## src/rtl/mbist_pat_pkg.sv

```systemverilog
// mbist_pat_pkg
// Shared constants and types for the MBIST data-background generator.
//   - BIST_DATA_PAT_TYPE1..8 : table-mode data backgrounds (64-bit, replicated
//                              across wider data buses)
//   - pat_mode_e             : background selection mode
//   - pat_state_e            : sequencer state
//   - LFSR_TAPS              : Galois mask for x^32+x^22+x^2+x+1 (right shift)
//   - CHKR_PAT               : checkerboard base word
//   - pat_table / pat_bit    : table lookup helpers
//   - idx_width              : step-index width derivation
package mbist_pat_pkg;

    localparam logic [63:0] BIST_DATA_PAT_TYPE1 = 64'h0000_0000_0000_0000;
    localparam logic [63:0] BIST_DATA_PAT_TYPE2 = 64'hFFFF_FFFF_FFFF_FFFF;
    localparam logic [63:0] BIST_DATA_PAT_TYPE3 = 64'h5555_5555_5555_5555;
    localparam logic [63:0] BIST_DATA_PAT_TYPE4 = 64'hAAAA_AAAA_AAAA_AAAA;
    localparam logic [63:0] BIST_DATA_PAT_TYPE5 = 64'h3333_3333_3333_3333;
    localparam logic [63:0] BIST_DATA_PAT_TYPE6 = 64'hCCCC_CCCC_CCCC_CCCC;
    localparam logic [63:0] BIST_DATA_PAT_TYPE7 = 64'h0F0F_0F0F_0F0F_0F0F;
    localparam logic [63:0] BIST_DATA_PAT_TYPE8 = 64'hF0F0_F0F0_F0F0_F0F0;

    localparam logic [31:0] LFSR_TAPS = 32'h8020_0003;
    localparam logic [63:0] CHKR_PAT  = 64'h5555_5555_5555_5555;

    typedef enum logic [1:0] {
        PAT_TABLE = 2'd0,
        PAT_WALK  = 2'd1,
        PAT_LFSR  = 2'd2,
        PAT_CHKR  = 2'd3
    } pat_mode_e;

    typedef enum logic [1:0] {
        IDLE   = 2'd0,
        ACTIVE = 2'd1,
        DONE   = 2'd2
    } pat_state_e;

    // Step index 0 selects TYPE1, step 7 selects TYPE8.
    function automatic logic [63:0] pat_table(input logic [2:0] step);
        logic [63:0] entry;
        case (step)
            3'd0:    entry = BIST_DATA_PAT_TYPE1;
            3'd1:    entry = BIST_DATA_PAT_TYPE2;
            3'd2:    entry = BIST_DATA_PAT_TYPE3;
            3'd3:    entry = BIST_DATA_PAT_TYPE4;
            3'd4:    entry = BIST_DATA_PAT_TYPE5;
            3'd5:    entry = BIST_DATA_PAT_TYPE6;
            3'd6:    entry = BIST_DATA_PAT_TYPE7;
            default: entry = BIST_DATA_PAT_TYPE8;
        endcase
        return entry;
    endfunction

    function automatic logic pat_bit(input logic [2:0] step, input logic [5:0] bit_sel);
        logic [63:0] entry;
        entry = pat_table(step);
        return entry[bit_sel];
    endfunction

    // Never narrower than one bit so the scan chain always exists.
    function automatic int idx_width(input int cnt, input int wd);
        int m;
        m = (cnt > wd) ? cnt : wd;
        return (m < 2) ? 1 : $clog2(m);
    endfunction

endpackage

```

## src/rtl/mbist_pat_lfsr.sv

```systemverilog
// mbist_pat_lfsr
// 32-bit Galois LFSR (x^32+x^22+x^2+x+1, shift right, feedback from bit 0).
// Kept standalone so the MBIST address generator can share it.
// Ports:
//   clk   : clock
//   rst   : synchronous active-high reset, loads seed
//   seed  : load value (must be nonzero or the register locks at zero)
//   load  : load seed (wins over step)
//   step  : advance one state
//   lfsr  : current register value
module mbist_pat_lfsr
    import mbist_pat_pkg::*;
(
    input  logic        clk,
    input  logic        rst,
    input  logic [31:0] seed,
    input  logic        load,
    input  logic        step,
    output logic [31:0] lfsr
);

    logic [31:0] lfsr_q;

    always_ff @(posedge clk) begin
        if (rst || load) begin
            lfsr_q <= seed;
        end else if (step) begin
            lfsr_q <= {1'b0, lfsr_q[31:1]} ^ (lfsr_q[0] ? LFSR_TAPS : 32'h0);
        end
    end

    assign lfsr = lfsr_q;

endmodule

```

## src/rtl/mbist_pat_gen.sv

```systemverilog
// mbist_pat_gen
// MBIST data-background generator. Steps through a sequence of patterns in
// table, walking-one, LFSR or address-checkerboard mode under start/adv
// control from the MBIST FSM; the step index is visible on the scan chain.
// Ports:
//   clk, rst      : clock, synchronous active-high reset
//   start         : latch cfg_mode, restart at step 0
//   adv           : advance to next pattern
//   cfg_mode      : 0 table, 1 walking-one, 2 LFSR, 3 checkerboard
//   pat_inv       : invert pat_data (March element polarity)
//   addr_par      : address parity, checkerboard mode only
//   scan_shift    : shift step index (sdi in at MSB, sdo out from LSB)
//   sdi, sdo      : scan in / out
//   pat_data      : current pattern (zero when not ACTIVE)
//   pat_valid     : state is ACTIVE
//   pat_last      : current step is the last of the sequence
//   busy          : state is not IDLE
//
// state  | meaning
// -------+--------------------------------------------------------
// IDLE   | after reset, no sequence running, adv ignored
// ACTIVE | pattern sequence running, pat_data valid
// DONE   | adv taken on the last step, waits for start
module mbist_pat_gen
    import mbist_pat_pkg::*;
#(
    parameter int          BIST_DATA_WD = 32,
    parameter int          PAT_CNT      = 8,
    parameter logic [31:0] LFSR_SEED    = 32'h0000_0001
) (
    input  logic                    clk,
    input  logic                    rst,
    input  logic                    start,
    input  logic                    adv,
    input  logic [1:0]              cfg_mode,
    input  logic                    pat_inv,
    input  logic                    addr_par,
    input  logic                    scan_shift,
    input  logic                    sdi,
    output logic                    sdo,
    output logic [BIST_DATA_WD-1:0] pat_data,
    output logic                    pat_valid,
    output logic                    pat_last,
    output logic                    busy
);

    localparam int IDX_WD = idx_width(PAT_CNT, BIST_DATA_WD);
    localparam logic [IDX_WD-1:0] LAST_WALK = IDX_WD'(BIST_DATA_WD - 1);
    localparam logic [IDX_WD-1:0] LAST_SEQ  = IDX_WD'(PAT_CNT - 1);

    pat_state_e              state_q, state_d;
    pat_mode_e               mode_q,  mode_d;
    logic [IDX_WD-1:0]       idx_q,   idx_d;
    logic [IDX_WD-1:0]       last_idx;
    logic                    lfsr_load;
    logic                    lfsr_step;
    logic [31:0]             lfsr_q;
    logic [2:0]              tab_sel;
    logic [BIST_DATA_WD-1:0] base;
    logic                    active;

    mbist_pat_lfsr u_lfsr (
        .clk  (clk),
        .rst  (rst),
        .seed (LFSR_SEED),
        .load (lfsr_load),
        .step (lfsr_step),
        .lfsr (lfsr_q)
    );

    assign last_idx = (mode_q == PAT_WALK) ? LAST_WALK : LAST_SEQ;

    always_ff @(posedge clk) begin
        if (rst) begin
            state_q <= IDLE;
            mode_q  <= PAT_TABLE;
            idx_q   <= '0;
        end else begin
            state_q <= state_d;
            mode_q  <= mode_d;
            idx_q   <= idx_d;
        end
    end

    // scan_shift beats start beats adv. A scanned-in index past the last
    // step is not clamped; the >= compare sends the next adv to DONE.
    always_comb begin
        state_d   = state_q;
        mode_d    = mode_q;
        idx_d     = idx_q;
        lfsr_load = 1'b0;
        lfsr_step = 1'b0;
        if (scan_shift) begin
            idx_d = (idx_q >> 1) | (IDX_WD'(sdi) << (IDX_WD - 1));
        end else if (start) begin
            state_d   = ACTIVE;
            mode_d    = pat_mode_e'(cfg_mode);
            idx_d     = '0;
            lfsr_load = 1'b1;
        end else if (adv && (state_q == ACTIVE)) begin
            if (idx_q >= last_idx) begin
                state_d = DONE;
            end else begin
                idx_d     = idx_q + IDX_WD'(1);
                lfsr_step = (mode_q == PAT_LFSR);
            end
        end
    end

    // Table lookup wraps on the low three index bits, so a scanned-in index
    // beyond the table still yields a defined entry.
    assign tab_sel = 3'(idx_q);

    always_comb begin
        base = '0;
        unique case (mode_q)
            PAT_TABLE: begin
                for (int i = 0; i < BIST_DATA_WD; i++) begin
                    base[i] = pat_bit(tab_sel, 6'(i % 64));
                end
            end
            PAT_WALK: begin
                for (int i = 0; i < BIST_DATA_WD; i++) begin
                    base[i] = (idx_q == IDX_WD'(i));
                end
            end
            PAT_LFSR: begin
                for (int i = 0; i < BIST_DATA_WD; i++) begin
                    base[i] = lfsr_q[i % 32];
                end
            end
            PAT_CHKR: begin
                // Odd steps flip the background, odd addresses flip it again.
                for (int i = 0; i < BIST_DATA_WD; i++) begin
                    base[i] = CHKR_PAT[i % 64] ^ idx_q[0] ^ addr_par;
                end
            end
        endcase
    end

    assign active    = (state_q == ACTIVE);
    assign pat_valid = active;
    assign busy      = (state_q != IDLE);
    assign pat_last  = active && (idx_q == last_idx);
    assign pat_data  = active ? (base ^ {BIST_DATA_WD{pat_inv}}) : '0;
    assign sdo       = idx_q[0];

endmodule
```

## config.mk

```make
export PLATFORM = sky130hd
export DESIGN_NAME = mbist_pat_gen
export DESIGN_NICKNAME = d
export VERILOG_FILES = /design/src/rtl/mbist_pat_pkg.sv /design/src/rtl/mbist_pat_lfsr.sv /design/src/rtl/mbist_pat_gen.sv
export SDC_FILE = /design/constraint.sdc
export NUM_CORES = 1
export LEC_CHECK = 0
export ABC_AREA = 1
export CAP_MARGIN = 20
export CORE_ASPECT_RATIO = 0.9
export CORE_MARGIN = 3
export CORE_UTILIZATION = 42
export DETAILED_ROUTE_END_ITERATION = 8
export PLACE_DENSITY = 0.63
export SYNTH_ARGS = -nofsm -noshare
export SYNTH_HDL_FRONTEND = slang
export SYNTH_SLANG_ARGS = --single-unit
```

## constraint.sdc

```tcl
create_clock -name clk -period 2.17 [get_ports clk]
set_input_delay 0.3255 -clock clk [delete_from_list [all_inputs] [get_ports clk]]
set_output_delay 0.3255 -clock clk [all_outputs]
set_load 0.02 [all_outputs]
```

# Word level (Yosys, flattened, before mapping)
# Index checks and enable logic that the tools add are counted.
op_classes:
  addsub: 1
  n_lt_le_gt_ge: 1
  n_eq_ne: 43
  muxes: 18
  bitwise: 7
  n_reduce_logical: 13
ops:
  columns: ["op", "n"]
  rows:
  - ["32-bit one-hot mux with 7 select lines", 1]
  - ["32-bit one-hot mux with 4 select lines", 1]
  - ["5-bit == test (second input constant)", 16]
  - ["32-bit 2-to-1 mux", 2]
  - ["5-bit by 4-bit == test with 1-bit output (second input constant)", 8]
  - ["31-bit by 32-bit XOR with 32-bit output", 1]
  - ["32-bit XOR", 1]
  - ["5-bit 2-to-1 mux", 5]
  - ["5-bit by 3-bit == test with 1-bit output (second input constant)", 4]
  - ["5-bit by 2-bit == test with 1-bit output (second input constant)", 2]
  - ["3-bit == test (second input constant)", 3]
  - ["3-bit by 2-bit == test with 1-bit output (second input constant)", 2]
  - ["1-bit 2-to-1 mux", 6]
  - ["2-bit 2-to-1 mux", 3]
  - ["2-bit nonzero test", 3]
  - ["5-bit by 1-bit adder with 5-bit output (second input constant)", 1]
  - ["5-bit by 1-bit == test with 1-bit output (second input constant)", 1]
  - ["5-bit == test", 1]
  - ["5-bit >= comparator", 1]
  - ["5-bit zero test", 1]
  - ["4-bit by 5-bit OR with 5-bit output", 1]
  - ["2-bit by 1-bit == test with 1-bit output (second input constant)", 2]
  - ["2-bit == test (second input constant)", 2]
  - ["2-bit AND reduction", 2]
  - ["10 further kinds", 13]
word_totals:
  register_bits: 41
  inputBits: 10
  out_inout_bits: 36
  elab_cells: 87

# Longest topological paths before layout
# Gate-level depths: netlist (run 1).
logic_depth:
  ltp_word: 7
  mapped_depth: 11
  ltp_nobuf: 11

# Hierarchy
# From an unflattened synthesis (run 1), not the netlist that was laid out.
unflattened:
  cells_unflattened: 552
  area_unflattened_um2: 3482.1
by_module_without_submodules:
  columns: ["module", "n_inst", "cells_per_inst", "area_per_inst_um2", "seq_area_each_um2"]
  rows:
  - ["mbist_pat_gen", 1, 404, 2023.2, 180.2]
  - ["mbist_pat_lfsr", 1, 148, 1458.9, 960.9]

# Worst setup path before layout (run 1)
# OpenSTA, ideal clock, no wires.
synth_timing:
  path_kind: "reg2out"
  startpoint: "register idx_q[0]"
  endpoint: "output pat_data[22]"
  arrival_ns: 1.831
  required_ns: 1.845
  slack_ns: 0.014
  stages_incl_launch_ff: 9
  n_path_buf: 0
  cell_sequence: "dfxtp_1 > ha_1 > ha_1 > inv_1 > nand3_1 > nand4_1 > nand3_1 > nand2_1 > nor2_1"
synth_via:
  elab_chain_len: 5
  elab_cells_between_ends: 14
  classes_between: "eq/ne (7); mux (3); bitwise (3); reduce/logical (1)"
synth_lines:
  columns: ["element", "line", "rtl"]
  rows:
  - ["from (decl)", "mbist_pat_gen.sv:53", "logic [IDX_WD-1:0] idx_q, idx_d;"]
  - ["from (signal assigned)", "mbist_pat_gen.sv:81", "idx_q <= idx_d;"]
  - ["3-bit == test (tied with other cells)", "mbist_pat_pkg.sv:41", "case (step)"]
  - ["32-bit one-hot mux with 7 select lines or 1-bit XOR (tied branches)", null, null]
  - ["32-bit one-hot mux with 4 select lines (*)", "mbist_pat_gen.sv:116", "unique case (mode_q)"]
  - ["32-bit XOR (*)", "mbist_pat_gen.sv:145", "assign pat_data = active ? (base ^ {BIST_DATA_WD{pat_inv}}) : '0;"]
  - ["32-bit 2-to-1 mux (*)", "mbist_pat_gen.sv:145", null]
  - ["to (decl)", "mbist_pat_gen.sv:41", "output logic [BIST_DATA_WD-1:0] pat_data,"]
# Every way passes the cells marked *; elsewhere a longest branch is shown, timed or not.

# Worst setup path after layout (run 1)
layout_timing:
  startpoint: "register idx_q[1]"
  endpoint: "output pat_data[14]"
layout_via:
  elab_chain_len: 5
  elab_cells_between_ends: 12
  classes_between: "eq/ne (7); mux (3); bitwise (1); reduce/logical (1)"
layout_lines:
  columns: ["element", "line"]
  rows:
  - ["3-bit == test (tied with other cells)", "mbist_pat_pkg.sv:41"]
  - ["32-bit one-hot mux with 7 select lines", null]
  - ["32-bit one-hot mux with 4 select lines (*)", "mbist_pat_gen.sv:116"]
  - ["32-bit XOR (*)", "mbist_pat_gen.sv:145"]
  - ["32-bit 2-to-1 mux (*)", "mbist_pat_gen.sv:145"]
# Marks and branches as above.

==> Flow_metrics.wiki, run 1 <==
{| class="wikitable"
! Metric !! Value
|-
| Initial detailed-routing violation count || 172
|-
| Data arrival time at the worst-slack endpoint || 1.88 ns
|-
| Clock tree from TritonCTS || built
|-
| Count of input and output buffers || 45
|-
| Setup WS pre-CTS || -0.380 ns
|-
| Ratio of cells with drive above 1 in the final layout || 28.9%
|-
| Critical path, cell by cell || buf_4 > ha_4 > nor2_4 > nand3_4 > nand4_1 > buf_6 > nand3_1 > nand2_1 > nor2_1 > buf_4
|-
| Post-CTS clock slew at the launch and capture registers of the worst setup and hold paths || ~0.09 ns
|-
| Maximum fanout count along the critical path || 8
|-
| Synthesized area per cell || 5.53 um^2
|-
| Post-detailed-route DRC marker count || 0
|-
| Crit-path leading delay family || simple AND/OR/NAND/NOR gates
|-
| Count of distinct cell types in the synthesized netlist || 27
|-
| Number of inserted diodes || 0
|-
| Number of nets in the final layout || roughly 700
|-
| Setup ws final || -0.0381 ns
|-
| Fraction of registers with async set or reset after synthesis || 0%
|-
| Number of flops mapped to enable cells by yosys || 0
|-
| Cell occurring most often along the worst timing path || sky130_fd_sc_hd__buf_4
|-
| Number of antenna violations at the first check in global routing || 0
|-
| Critical Path End Type || primary output
|-
| Max-cap check violation count || 0
|-
| Post-synth net total || between 600 and 700
|-
| Ranking of synthesized cells by area || sky130_fd_sc_hd__dfxtp_1, sky130_fd_sc_hd__nand2_1, sky130_fd_sc_hd__nor2_1, sky130_fd_sc_hd__nand3_1, sky130_fd_sc_hd__inv_1
|-
| Final Critical Period || ~2.2 ns
|-
| Status || finished with violations
|-
| Worst endpoint required time || roughly 1.8 ns
|-
| First-pass iteration count of the detailed router || 4
|-
| Met1 routing resource usage after global routing || between 30% and 40%
|-
| Slowest CP cell || sky130_fd_sc_hd__dfxtp_4
|-
| Count of buffer and inverter cells on the critical path || 3
|-
| Maximum vdd ir drop || ~0.29 mV
|-
| Routed length per instance || ~14 um
|-
| Io pins || 46
|-
| Buffer depth of the longest clock path || 2
|-
| Internal reg-to-reg setup slack || roughly 0.15 ns
|-
| Via count of the first global-routing pass || between 3000 and 4000
|-
| Row count || 30
|-
| RSZ-0062 raised after global routing || yes
|-
| Headroom to the max-slew limit || between 60% and 70%
|-
| Post-synthesis register bit count || just over 40
|-
| Last weighted congestion value of the routability-driven placer || about 0.9
|-
| Die X-Extent || 101 um
|-
| Final wirelength || about 11000 um
|-
| Type of the setup path with the least slack || flip-flop to primary output
|-
| Number of hold violations in the final report || 0
|-
| CP startpoint kind || flip-flop
|-
| Number of instances in the synthesized netlist || roughly 600
|-
| Final global-route overflow total || 0
|-
| Worst hold path type || flip-flop to flip-flop
|-
| Violated checks || negative setup slack
|-
| Detailed-route vias per instance || around 5.3
|-
| Clock latency on the worst-skew pair || 0.29 ns
|-
| Core box area || 7690 um^2
|-
| Area growth from synthesis to layout || 43.9%
|-
| Pin count of the biggest net entering global routing || 62
|-
| Proportion of synthesized chip area in sequential cells || 24.2%
|-
| CTS buffer count || 5
|-
| Busiest layer in global routing || met1
|-
| Tightest Pin Transition || roughly 0.46 ns
|-
| Die boundary height || 91.2 um
|-
| Leakage || around 2.4 nW
|-
| Utilization after layout || between 60% and 70%
|-
| Via count of the routed design || between 4000 and 5000
|-
| Global Route met3 Usage || 3.92%
|-
| Total global routing track utilization || between 20% and 30%
|-
| Most frequently used cell type in the post-synthesis netlist || sky130_fd_sc_hd__nand2_1
|-
| Final max-slew violation count || 0
|-
| Worst path max stage delay || about 0.37 ns
|-
| Area of the die || about 9000 um^2
|-
| Ratio of final minimum period to clock period || 102%
|-
| Sum of net half-perimeters after detailed placement || 7810 um
|-
| Antenna violation net count after detailed routing || 0
|-
| Power density over the cells || roughly 520 nW/um^2
|-
| Max Clock Skew || about 0.0063 ns
|-
| Global-route met2 utilization || roughly a third
|-
| Warning count from the yosys run || 0
|-
| H-tree level count || 2
|-
| Post-synth top cells || sky130_fd_sc_hd__nand2_1, sky130_fd_sc_hd__nor2_1, sky130_fd_sc_hd__nand3_1
|-
| Final non-filler cell area || roughly 4900 um^2
|-
| Clock tree root buffer cell || sky130_fd_sc_hd__clkbuf_8
|-
| Top flip-flop cell by instance count after synthesis || sky130_fd_sc_hd__dfxtp_1
|-
| Post-synth top area share || between 20% and 30%
|-
| # setup viols final || 6
|-
| Starting utilization of the core area || 44.1%
|-
| Number of hold-repair buffers added at the cts stage || 0
|-
| Max Freq || ~450 MHz
|-
| Number of sinks driven by the clock tree || 41
|-
| Library cell with the largest summed area after synthesis || sky130_fd_sc_hd__dfxtp_1
|-
| Post-Place Cell Area || 4280 um^2
|-
| Post-synthesis instance area || 3390 um^2
|-
| First-pass GRT wire length || ~17000 um
|}
## metrics by stage
stage	hold slack (ns)	TNS [ns]	power (W)	std cells
finish	0.479	-0.113	0.00254	782
global route	0.510	-2.12	0.00268	782
CTS	0.483	-0.474	0.00242	780
detailed placement	0.471	-10.73	0.00164	770
global placement	0.469	-10.10	0.00163	770
floorplan	0.395	0	0.00128	613
## cell type report
class / count / area [um^2]
timing repair buffer: 98 / 956
fill: 703 / 2820
clock buffer: 5 / 68.8
multi-input combinational: 480 / 2610
sequential: 41 / 831
clock inverter: 3 / 68.8
tap: 96 / 120
inverter: 59 / 226
## where the power goes
| group | total (W) | internal, W | switching [W] |
|---|---|---|---|
| clock network | 0.000753 | 0.000464 | 0.000290 |
| registers | 0.000778 | 0.000764 | 0.0000143 |
| logic | 0.00101 | 0.000419 | 0.000594 |
## layout by cell type (no fill, tap or decap), types with 7 or more instances in the layout
| master | synthesis | layout |
|---|---|---|
| sky130_fd_sc_hd__a21oi_1 | 37 | 34 |
| sky130_fd_sc_hd__nand2_1 | 173 | 156 |
| sky130_fd_sc_hd__dfxtp_1 | 41 | 37 |
| sky130_fd_sc_hd__o21ai_0 | 37 | 36 |
| sky130_fd_sc_hd__buf_12 | 0 | 10 |
| sky130_fd_sc_hd__nor2_2 | 4 | 21 |
| sky130_fd_sc_hd__nand3_1 | 73 | 48 |
| sky130_fd_sc_hd__buf_6 | 4 | 16 |
| sky130_fd_sc_hd__nand2_4 | 0 | 7 |
| sky130_fd_sc_hd__nand2_2 | 2 | 12 |
| sky130_fd_sc_hd__nand3_2 | 1 | 22 |
| sky130_fd_sc_hd__inv_1 | 53 | 49 |
| sky130_fd_sc_hd__nor2_1 | 127 | 102 |
| sky130_fd_sc_hd__inv_2 | 5 | 7 |
| sky130_fd_sc_hd__nor2_4 | 0 | 8 |
| sky130_fd_sc_hd__clkdlybuf4s50_1 | 0 | 11 |
| sky130_fd_sc_hd__buf_4 | 2 | 56 |
## metal layers
layer  wire, um  vias to the layer above
met4        281                        0
met3        743                       20
met1       5250                     1879
met2       4840                      129
met5          0                        -
li1           -                     2079
## worst paths after layout
check / startpoint / endpoint / cells after the start
min: state_q[0] / state_q[0] / 2
min reg2reg: state_q[0] / state_q[0] / 2
max reg2reg: mode_q[1] / idx_q[1] / 13
max: idx_q[1] / pat_data[14] / 10
## flip-flops by register name (all words and copies together) (netlist names)
name,flops
mode_q,2
idx_q,5
u_lfsr.lfsr,32
state_q,2
## worst min-delay path: stages, from the launching register on
cell and delay (ns):
sky130_fd_sc_hd__dfxtp_1 0.32, sky130_fd_sc_hd__nand2_1 0.06, sky130_fd_sc_hd__a21oi_1 0.05
## cell families after synthesis
family	count (synthesis)	share of synthesized area, %
and+or+nand+nor	392	48.8
buffers and inverters	92	11.5
AOI/OAI and AO/OA	76	11.4
DFF	41	24.2
adders and majority gates	9	3.32
xor gates and xnor gates	3	0.775
## what timing repair did
item | 4_1_cts | 5_1_grt
resized for setup | 179 | 115
pin swaps | 8 | 34
setup buffers | 2 | 1
gates cloned | 0 | 1
hold endpoints to repair | 0 | 0
endpoints found under the setup margin | 33 | 33
No activity file was read; power rests on OpenSTA's default activity.
==> run 2: changes to the inputs <==
CTS_CLUSTER_SIZE = 10   (was not set)
HOLD_SLACK_MARGIN = 0.08   (was not set)
RECOVER_POWER = 25   (was not set)
==> Flow_metrics.wiki, run 2 (synthesis gave the netlist of run 1 again) <==
{| class="wikitable"
! Metric !! Value
|-
| Sequential cell area in the final layout || 830 um^2 (-0.15%)
|-
| Pin count of the biggest net entering global routing || 62 (unchanged)
|-
| Slowest CP cell || sky130_fd_sc_hd__dfxtp_4
|-
| Detailed-route vias per instance || 5.26 (about the same)
|-
| Max Clock Skew || 0.00617 ns (-0.000143 ns)
|-
| Starting utilization of the core area || 44.1% (unchanged)
|-
| Area of the die || 9190 um^2 (unchanged)
|-
| Total Negative Setup Slacks || -0.118 ns (-0.00466 ns)
|-
| Maximum fanout count along the critical path || 8 (unchanged)
|-
| Final non-filler cell area || 4860 um^2 (-0.46%)
|-
| First-pass iteration count of the detailed router || 5 (+1)
|-
| Final non-filler cell total || 782 (unchanged)
|-
| Area growth from synthesis to layout || 43.2%
|-
| Global-route met2 utilization || 33.1% (unchanged)
|-
| Leading cell types in the layout, fill and taps excluded || sky130_fd_sc_hd__nand2_1, sky130_fd_sc_hd__nor2_1, sky130_fd_sc_hd__buf_4
|-
| Max Freq || 452 MHz (-0.19%)
|-
| Type of the setup path with the least slack || flip-flop to primary output
|-
| Leakage || 2.41 nW (-0.19%)
|-
| Final-layout fill cell count || 709 (+0.85%)
|-
| Via count of the first global-routing pass || 3493 (unchanged)
|-
| # setup viols final || 6 (unchanged)
|-
| Post-CTS clock slew at the launch and capture registers of the worst setup and hold paths || 0.09 ns (about the same)
|-
| Row count || 30 (unchanged)
|-
| Setup WS pre-CTS || -0.380 ns (unchanged)
|-
| Antenna violation net count after detailed routing || 0 (unchanged)
|-
| Core box area || 7690 um^2 (unchanged)
|-
| RSZ-0062 raised after global routing || yes
|-
| Post-detailed-route DRC marker count || 0 (unchanged)
|-
| Routed length per instance || 14.2 um (-0.20%)
|-
| Clock latency on the worst-skew pair || 0.29 ns (about the same)
|-
| Flip-flop count of the largest register after layout || 32 (unchanged)
|-
| Die X-Extent || 101 um (unchanged)
|-
| First-pass GRT wire length || 17000 um (unchanged)
|-
| Power density over the cells || 522 nW/um^2 (+0.14%)
|-
| Most frequent standard cell in the layout excluding fill and tap cells || sky130_fd_sc_hd__nand2_1
|-
| Status || finished with violations
|-
| Count of buffer and inverter cells on the critical path || 3 (unchanged)
|-
| Endpoint of the lowest-slack register-to-register path || idx_q[1]
|-
| Tightest Pin Transition || 0.459 ns (+0.000359 ns)
|-
| CTS buffer count || 5 (unchanged)
|-
| Number of sinks driven by the clock tree || 41 (unchanged)
|-
| Met1 routing resource usage after global routing || 33.7% (unchanged)
|-
| Number of antenna violations at the first check in global routing || 0 (unchanged)
|-
| Crit-path leading delay family || simple AND/OR/NAND/NOR gates
|-
| CP startpoint kind || flip-flop
|-
| Critical Path End Type || primary output
|-
| Global Route met3 Usage || 3.92% (unchanged)
|-
| Initial detailed-routing violation count || 161 (-6.4%)
|-
| Final global-route overflow total || 0 (unchanged)
|-
| Cell occurring most often along the worst timing path || sky130_fd_sc_hd__buf_6
|-
| Worst hold path type || flip-flop to flip-flop
|-
| Via count of the routed design || 4111 (+0.097%)
|-
| Busiest layer in global routing || met1
|-
| Die boundary height || 91.2 um (unchanged)
|-
| Count of input and output buffers || 45 (unchanged)
|-
| Critical path, cell by cell || buf_6 > ha_4 > nor2_4 > nand3_4 > nand4_1 > buf_6 > nand3_1 > nand2_1 > nor2_1 > buf_4
|-
| Sum of net half-perimeters after detailed placement || 7810 um (unchanged)
|-
| Worst setup startpoint || idx_q[0]
|-
| Post-Place Cell Area || 4280 um^2 (unchanged)
|-
| Worst Hold Launch || state_q[0]
|-
| Reg-to-reg startpoint || mode_q[1]
|-
| Sink of the worst hold path || state_q[0]
|-
| Ratio of final minimum period to clock period || 102% (+0.20 points)
|-
| Data arrival time at the worst-slack endpoint || 1.89 ns (about the same)
|-
| Hold-critical path depth || 2 (unchanged)
|-
| Final max-slew violation count || 0 (unchanged)
|-
| Ratio of cells with drive above 1 in the final layout || 28.4% (-0.44 points)
|-
| Internal reg-to-reg setup slack || 0.04 ns (-0.11 ns)
|-
| Violated checks || negative setup slack
|-
| Cells after DPL || 770 (unchanged)
|-
| Total global routing track utilization || 22.7% (unchanged)
|-
| Number of nets in the final layout || 704 (unchanged)
|-
| Final Critical Period || 2.21 ns (+0.00426 ns)
|-
| Number of inserted diodes || 0 (unchanged)
|-
| Max-cap check violation count || 0 (unchanged)
|-
| Buffer depth of the longest clock path || 2 (unchanged)
|-
| Worst path max stage delay || 0.38 ns (about the same)
|-
| Number of hold-repair buffers added at the cts stage || 0 (unchanged)
|-
| Maximum vdd ir drop || 0.290 mV (+0.14%)
|-
| Last weighted congestion value of the routability-driven placer || 0.905 (unchanged)
|-
| Worst endpoint required time || 1.84 ns (about the same)
|-
| Number of hold violations in the final report || 0 (unchanged)
|-
| Worst-case reg-to-reg path depth || 13 (unchanged)
|-
| Area used by multi-input combinational logic || 2610 um^2 (about the same)
|-
| H-tree level count || 2 (unchanged)
|-
| Clock tree from TritonCTS || built
|-
| Io pins || 46 (unchanged)
|-
| Clock tree root buffer cell || sky130_fd_sc_hd__clkbuf_8
|-
| Headroom to the max-slew limit || 69.1% (about the same)
|-
| Final wirelength || 11100 um (-0.20%)
|-
| Setup ws final || -0.0424 ns (-0.00426 ns)
|}
-- run 2: where the power goes --
part           switching, W  total (W)  internal (W)  leakage (nW)
combinational      0.000592    0.00100      0.000413          2.00
sequential        0.0000143   0.000778      0.000764         0.333
clock              0.000290   0.000754      0.000463        0.0687
total              0.000896    0.00254       0.00164          2.41
-- run 2: what timing repair did --
| action | 4_1_cts | 5_1_grt |
|---|---|---|
| endpoints found under the setup margin | 33 | 33 |
| gates cloned | 0 | 1 |
| gates resized for setup | 179 | 115 |
| buffers inserted | 2 | 1 |
| pin swaps | 8 | 34 |
-- run 2: cell type report --
type	instances	share of cell area, %
Sequential cell	41	17.1
Clock inverter	3	1.42
Timing Repair Buffer	98	19.3
Inverter	59	4.66
Clock buffer	5	1.42
Tap cell	96	2.47
Multi-Input combinational cell	480	53.7
-- run 2: worst max-delay path by stage --
stage / to / slack [ns] / cells after the start
after floorplan: pat_data[22] / 0.01 / 8
after global routing: pat_data[14] / -0.13 / 10
after global placement: pat_data[21] / -0.36 / 11
after CTS: pat_data[21] / -0.06 / 12
after detailed placement: pat_data[29] / -0.38 / 11
final: pat_data[14] / -0.04 / 10
-- run 2: layer usage --
metal,vias up,routed length (um),share of wire [%]
met2,129,4840,44
met3,22,718,6.5
met1,1878,5240,47
li1,2082,-,-
met4,0,293,2.6
met5,-,0,0
-- run 2: metrics by stage --
| step | total power, W | utilization (%) | hold WS [ns] |
|---|---|---|---|
| floorplan | 0.00128 | - | 0.395 |
| global placement | 0.00163 | 55.6 | 0.469 |
| CTS | 0.00242 | 57.3 | 0.483 |
| finish | 0.00254 | 63.1 | 0.478 |
| global route | 0.00267 | 63.1 | 0.512 |
| detailed placement | 0.00164 | 55.6 | 0.471 |
-- run 2: tightest hold or removal path, cell delays in order (launching register included) --
cell                      delay (ns)
sky130_fd_sc_hd__dfxtp_1        0.32
sky130_fd_sc_hd__nand2_1        0.06
sky130_fd_sc_hd__a21oi_1        0.05
